[src/rtl/reg_bank.sv]
// Register bank with per-word busy (scoreboard) bits and two registered read ports.
// Define REG_BANK_BYPASS_EN to forward same-edge writes/reserves to the read outputs.
module reg_bank #(
  parameter int DATA_W = 32,
  parameter int ADDR_W = 5
) (
  input  logic              Clock,
  input  logic              Reset,
  input  logic              RegWrite,
  input  logic [ADDR_W-1:0] Write_Register,
  input  logic [DATA_W-1:0] Write_Data,
  input  logic              Reserve,
  input  logic [ADDR_W-1:0] Reserve_Register,
  input  logic [ADDR_W-1:0] Read_Register1,
  input  logic [ADDR_W-1:0] Read_Register2,
  output logic [DATA_W-1:0] Read_Data1,
  output logic [DATA_W-1:0] Read_Data2,
  output logic              Read_Valid1,
  output logic              Read_Valid2
);

  localparam int DEPTH = 2 ** ADDR_W;

  logic [DATA_W-1:0] mem [DEPTH];
  logic [DEPTH-1:0]  busy;
  logic [DEPTH-1:0]  busy_nxt;
  logic              wr_en;
  logic              rsv_en;
  logic [DATA_W-1:0] rd_data1_p0;
  logic [DATA_W-1:0] rd_data2_p0;
  logic              vld1_p0;
  logic              vld2_p0;

  // Register 0 is hardwired: never written, never reserved.
  assign wr_en  = RegWrite && (Write_Register != '0);
  assign rsv_en = Reserve && (Reserve_Register != '0);

  // Reserve is applied after the write so it wins on an address collision.
  always_comb begin
    busy_nxt = busy;
    if (wr_en)
      busy_nxt[Write_Register] = 1'b0;
    if (rsv_en)
      busy_nxt[Reserve_Register] = 1'b1;
  end

`ifdef REG_BANK_BYPASS_EN
  function automatic logic [DATA_W-1:0] fwd_data(input logic [ADDR_W-1:0] addr,
                                                 input logic [DATA_W-1:0] stored);
    return (wr_en && (Write_Register == addr)) ? Write_Data : stored;
  endfunction

  assign rd_data1_p0 = fwd_data(Read_Register1, mem[Read_Register1]);
  assign rd_data2_p0 = fwd_data(Read_Register2, mem[Read_Register2]);
  assign vld1_p0     = ~busy_nxt[Read_Register1];
  assign vld2_p0     = ~busy_nxt[Read_Register2];
`else
  assign rd_data1_p0 = mem[Read_Register1];
  assign rd_data2_p0 = mem[Read_Register2];
  assign vld1_p0     = ~busy[Read_Register1];
  assign vld2_p0     = ~busy[Read_Register2];
`endif

  // Stage p0 -> registered read outputs and storage update.
  always_ff @(posedge Clock or posedge Reset) begin
    if (Reset) begin
      for (int i = 0; i < DEPTH; i++)
        mem[i] <= '0;
      busy        <= '0;
      Read_Data1  <= '0;
      Read_Data2  <= '0;
      Read_Valid1 <= 1'b0;
      Read_Valid2 <= 1'b0;
    end else begin
      if (wr_en)
        mem[Write_Register] <= Write_Data;
      busy        <= busy_nxt;
      Read_Data1  <= rd_data1_p0;
      Read_Data2  <= rd_data2_p0;
      Read_Valid1 <= vld1_p0;
      Read_Valid2 <= vld2_p0;
    end
  end

endmodule

[config.mk]
export PLATFORM = sky130hd
export DESIGN_NAME = reg_bank
export DESIGN_NICKNAME = d
export VERILOG_FILES = /design/src/rtl/reg_bank.sv
export SDC_FILE = /design/constraint.sdc
export NUM_CORES = 2
export LEC_CHECK = 0
export ABC_AREA = 0
export BUFFER_PORTS_ARGS = -buffer_cell sky130_fd_sc_hd__buf_2
export CORE_MARGIN = 4
export CORE_UTILIZATION = 30
export CTS_CLUSTER_SIZE = 16
export DETAILED_ROUTE_END_ITERATION = 8
export RECOVER_POWER = 50
export SLEW_MARGIN = 20
export SYNTH_ARGS = -nofsm -noshare
export SYNTH_HDL_FRONTEND = slang
export SYNTH_SLANG_ARGS = --single-unit
[constraint.sdc]
create_clock -name Clock -period 66.7 [get_ports Clock]
set_input_delay 0 -clock Clock [delete_from_list [all_inputs] [get_ports Clock]]
set_output_delay 0 -clock Clock [all_outputs]
set_load 0.01 [all_outputs]
==> results.json <==
{
  "worstMarginPinSlew_ps": 9010,
  "finalNonFillerCells": 7465,
  "die_w_um": 451,
  "rsz0062_at_grt": "no",
  "syn2layout_area_growth_pct": 11.7,
  "hold_viol_final": 0,
  "start_kind": "input port",
  "failed_checks": "capacitance limit, slew limit",
  "grt_usage_pct": 17.9,
  "grt_pass1_vias": 41669,
  "core_area_um2": 195000,
  "power_density_nw_per_um2": 29.5,
  "cp_cell_sequence": "clkbuf_1, clkbuf_1, buf_4, mux2i_1, a22o_1, nor3_1, a31oi_1, nand3_1",
  "clock_tree.buffer_depth": 3,
  "grtUsageMet3_pct": 2.84,
  "required_ps": 67310,
  "tns_ps": 0,
  "critical_path_arrival_ps": 14250,
  "crit_fanout": 119,
  "critPathKind": "input port to flip-flop",
  "vias": 40398,
  "portBuffers": 121,
  "nets": 4794,
  "dieHeight_um": 451,
  "cts-buffers-inserted": 121,
  "start_util_pct": 30.2,
  "cap_violations": 41,
  "ff_latch_area_um2": 28100,
  "setup_slack_ps": 53060,
  "synth_commonest_cells": "dfrtp_1 (1122), mux2i_1 (1056), mux2_2 (962)",
  "io_pins": 122,
  "globalplace.congestion": 0.794,
  "met1_usage_pct": 23.2,
  "ys_ff_latch": 1122,
  "synth_edf_count": 0,
  "fin_hold_ws_ps": 72.3,
  "wirelength_mm": 187,
  "hold_start": "Read_Register2[1]",
  "grt_pass1_wl_mm": 279,
  "synth_top_cell_area_share_pct": 47.7,
  "grt_util_met2_pct": 29.6,
  "antenna_left": 0,
  "drt_iter0_drc": 2932,
  "post-route-period-util_pct": 20.5,
  "finalSetupViolCount": 0,
  "slowest_stage": "clkbuf_1",
  "dp_cells": 7183,
  "grt_overflow_total": 0,
  "critPathMaxStageDelay_ps": 6670,
  "routed_via_density": 5.41,
  "relSlewSlack_pct": -501,
  "antenna_found_initial": 13,
  "post_cts_resized": 0,
  "period_needed_ps": 13640,
  "crit_start": "Read_Register1[1]",
  "grt-busiest-layer": "met2",
  "path_delay_family": "buffers and inverters",
  "holdCritPathClass": "input port to flip-flop",
  "r2r-start": "mem[775]",
  "fmax_mhz": 73.3,
  "yosys-top-cells-area": "dfrtp_1 (48%), mux2_2 (18%), mux2i_1 (18%), a22oi_1 (2.7%), a22o_1 (2.1%)",
  "firstDrtPassIters": 5,
  "yosysMostFrequentCell": "dfrtp_1",
  "async_flop_share_pct": 100,
  "dp_hpwl_mm": 104,
  "ys_types": 35,
  "row_count": 162,
  "avgRoutedWirePerCell_um": 25.1,
  "place_ws_ps": 60870,
  "ys_seq_area_share_pct": 47.7,
  "clock-sinks": 1122,
  "status": "complete, but fails checks",
  "end_kind": "flip-flop",
  "skew_ps": 28.6,
  "drt_drc_violations_left": 0,
  "clk_latency_ps": 740,
  "grt_start_max_net_pins": 161,
  "synthFlopType": "dfrtp_1",
  "p_leak_uw": 0.0303,
  "cts_tree": "done",
  "place_area_um2": 61500,
  "synth_area_um2": 58900,
  "netlist_instances": 4846,
  "layout-drive-gt1-share_pct": 26.6,
  "clk_pin_slew_ps": 60,
  "synth_area_leader_cell": "dfrtp_1",
  "synth_area_per_cell_um2": 12.2,
  "multiInputGateArea_um2": 28600,
  "slew_violations": 1375,
  "fillCellCount": 19391,
  "final_area_um2": 65800,
  "root_buffer": "clkbuf_16",
  "crit_buf_inv": 3,
  "htree_levels": 3,
  "die-area_um2": 203000,
  "synth_nets": 4902,
  "ir_drop_uv": 23.3,
  "yosys_warnings": 0,
  "crit_path_frequent_cell": "clkbuf_1"
}
==> worst register-to-register path, cell delays in order (launching register included) <==
cell and delay (ps):
dfrtp_1 400, mux2i_1 140, a22o_1 170, nor3_1 60, a31oi_1 220, nand3_1 80
dlygate4sd3_1 550
==> path summary, 6_finish.rpt <==
path,slack [ps],endpoint,depth (start not counted)
min in group asynchronous,1810,mem[638],4
max in group asynchronous,56660,mem[844],10
max,53060,Read_Data1[24],8
min reg2reg,400,mem[1001],0
max reg2reg,64950,Read_Data2[7],6
min,70,Read_Data2[19],5
==> registers in the layout, summed over array words and instances, names as in the netlist <==
name / cells
mem: 1024
Read_Valid2: 1
busy: 32
Read_Valid1: 1
Read_Data2: 32
Read_Data1: 32
==> power breakdown <==
part / internal (uW) / switching (uW) / leakage (uW) / total, uW
sequential: 810 / 93.1 / 0.0144 / 903
combinational: 190 / 171 / 0.0139 / 361
clock: 395 / 282 / 0.00200 / 677
total: 1390 / 546 / 0.0303 / 1940
==> cell families after synthesis <==
group                  after synthesis  share of synthesized area, %
multiplexers                      2048                          36.9
AO/OA/AOI/OAI                      643                          7.43
flip-flops                        1122                          47.7
buffers and inverters              495                          3.73
AND/OR/NAND/NOR                    538                          4.24
==> routing by layer <==
metal / wire length (um) / vias up
met4: 8480 / 0
met1: 79800 / 21113
li1: - / 17662
met2: 89100 / 1201
met5: 0 / -
met3: 10000 / 422
==> cells in the final DEF (no fill, tap or decap), types with 3 or more instances in the layout <==
cell,synthesis,final
dfrtp_1,1122,1122
mux2i_1,1056,1056
mux2_2,962,962
nand2_1,220,218
a22oi_1,208,208
nand3_1,194,194
a21oi_1,192,192
a22o_1,139,139
clkbuf_16,0,123
clkbuf_1,250,122
nor3_1,67,67
a31oi_1,64,64
buf_4,28,64
dlygate4sd3_1,0,56
buf_2,185,50
clkbuf_8,0,31
mux2_1,30,30
o21ai_0,28,28
clkinv_2,0,25
nor2_1,14,20
nor3b_1,3,6
bufinv_16,0,6
buf_12,0,5
nand3b_1,4,4
o31ai_1,4,4
a32o_1,4,4
nor2b_4,0,4
nand2b_2,0,4
o22ai_1,4,4
nand2b_1,7,3
nand4b_1,3,3
==> per-stage QoR <==
stage | utilization, % | power (uW)
6_report | 33.7 | 1940
5_1_grt | 33.7 | 2040
4_1_cts | 33.9 | 1950
3_5_place_dp | 31.6 | 1270
3_3_place_gp | 31.6 | 1250
2_1_floorplan | - | 1170
==> repair_timing <==
action / in CTS / in global routing
endpoints found under the setup margin: 0 / 0
endpoints found under the hold margin: 1122 / 0
hold buffers: 56 / 0
buffers inserted: 0 / 0
==> cell type report <==
type                            instances  area share, %
Clock inverter                         35          0.578
Antenna cell                            2        0.00761
Timing Repair Buffer                  263           2.64
Sequential cell                      1122           42.7
Clock buffer                          189           5.53
Inverter                                1        0.00761
Multi-Input combinational cell       3229           43.6
Tap cell                             2624           4.99
Power figures use the tool's default switching activity.
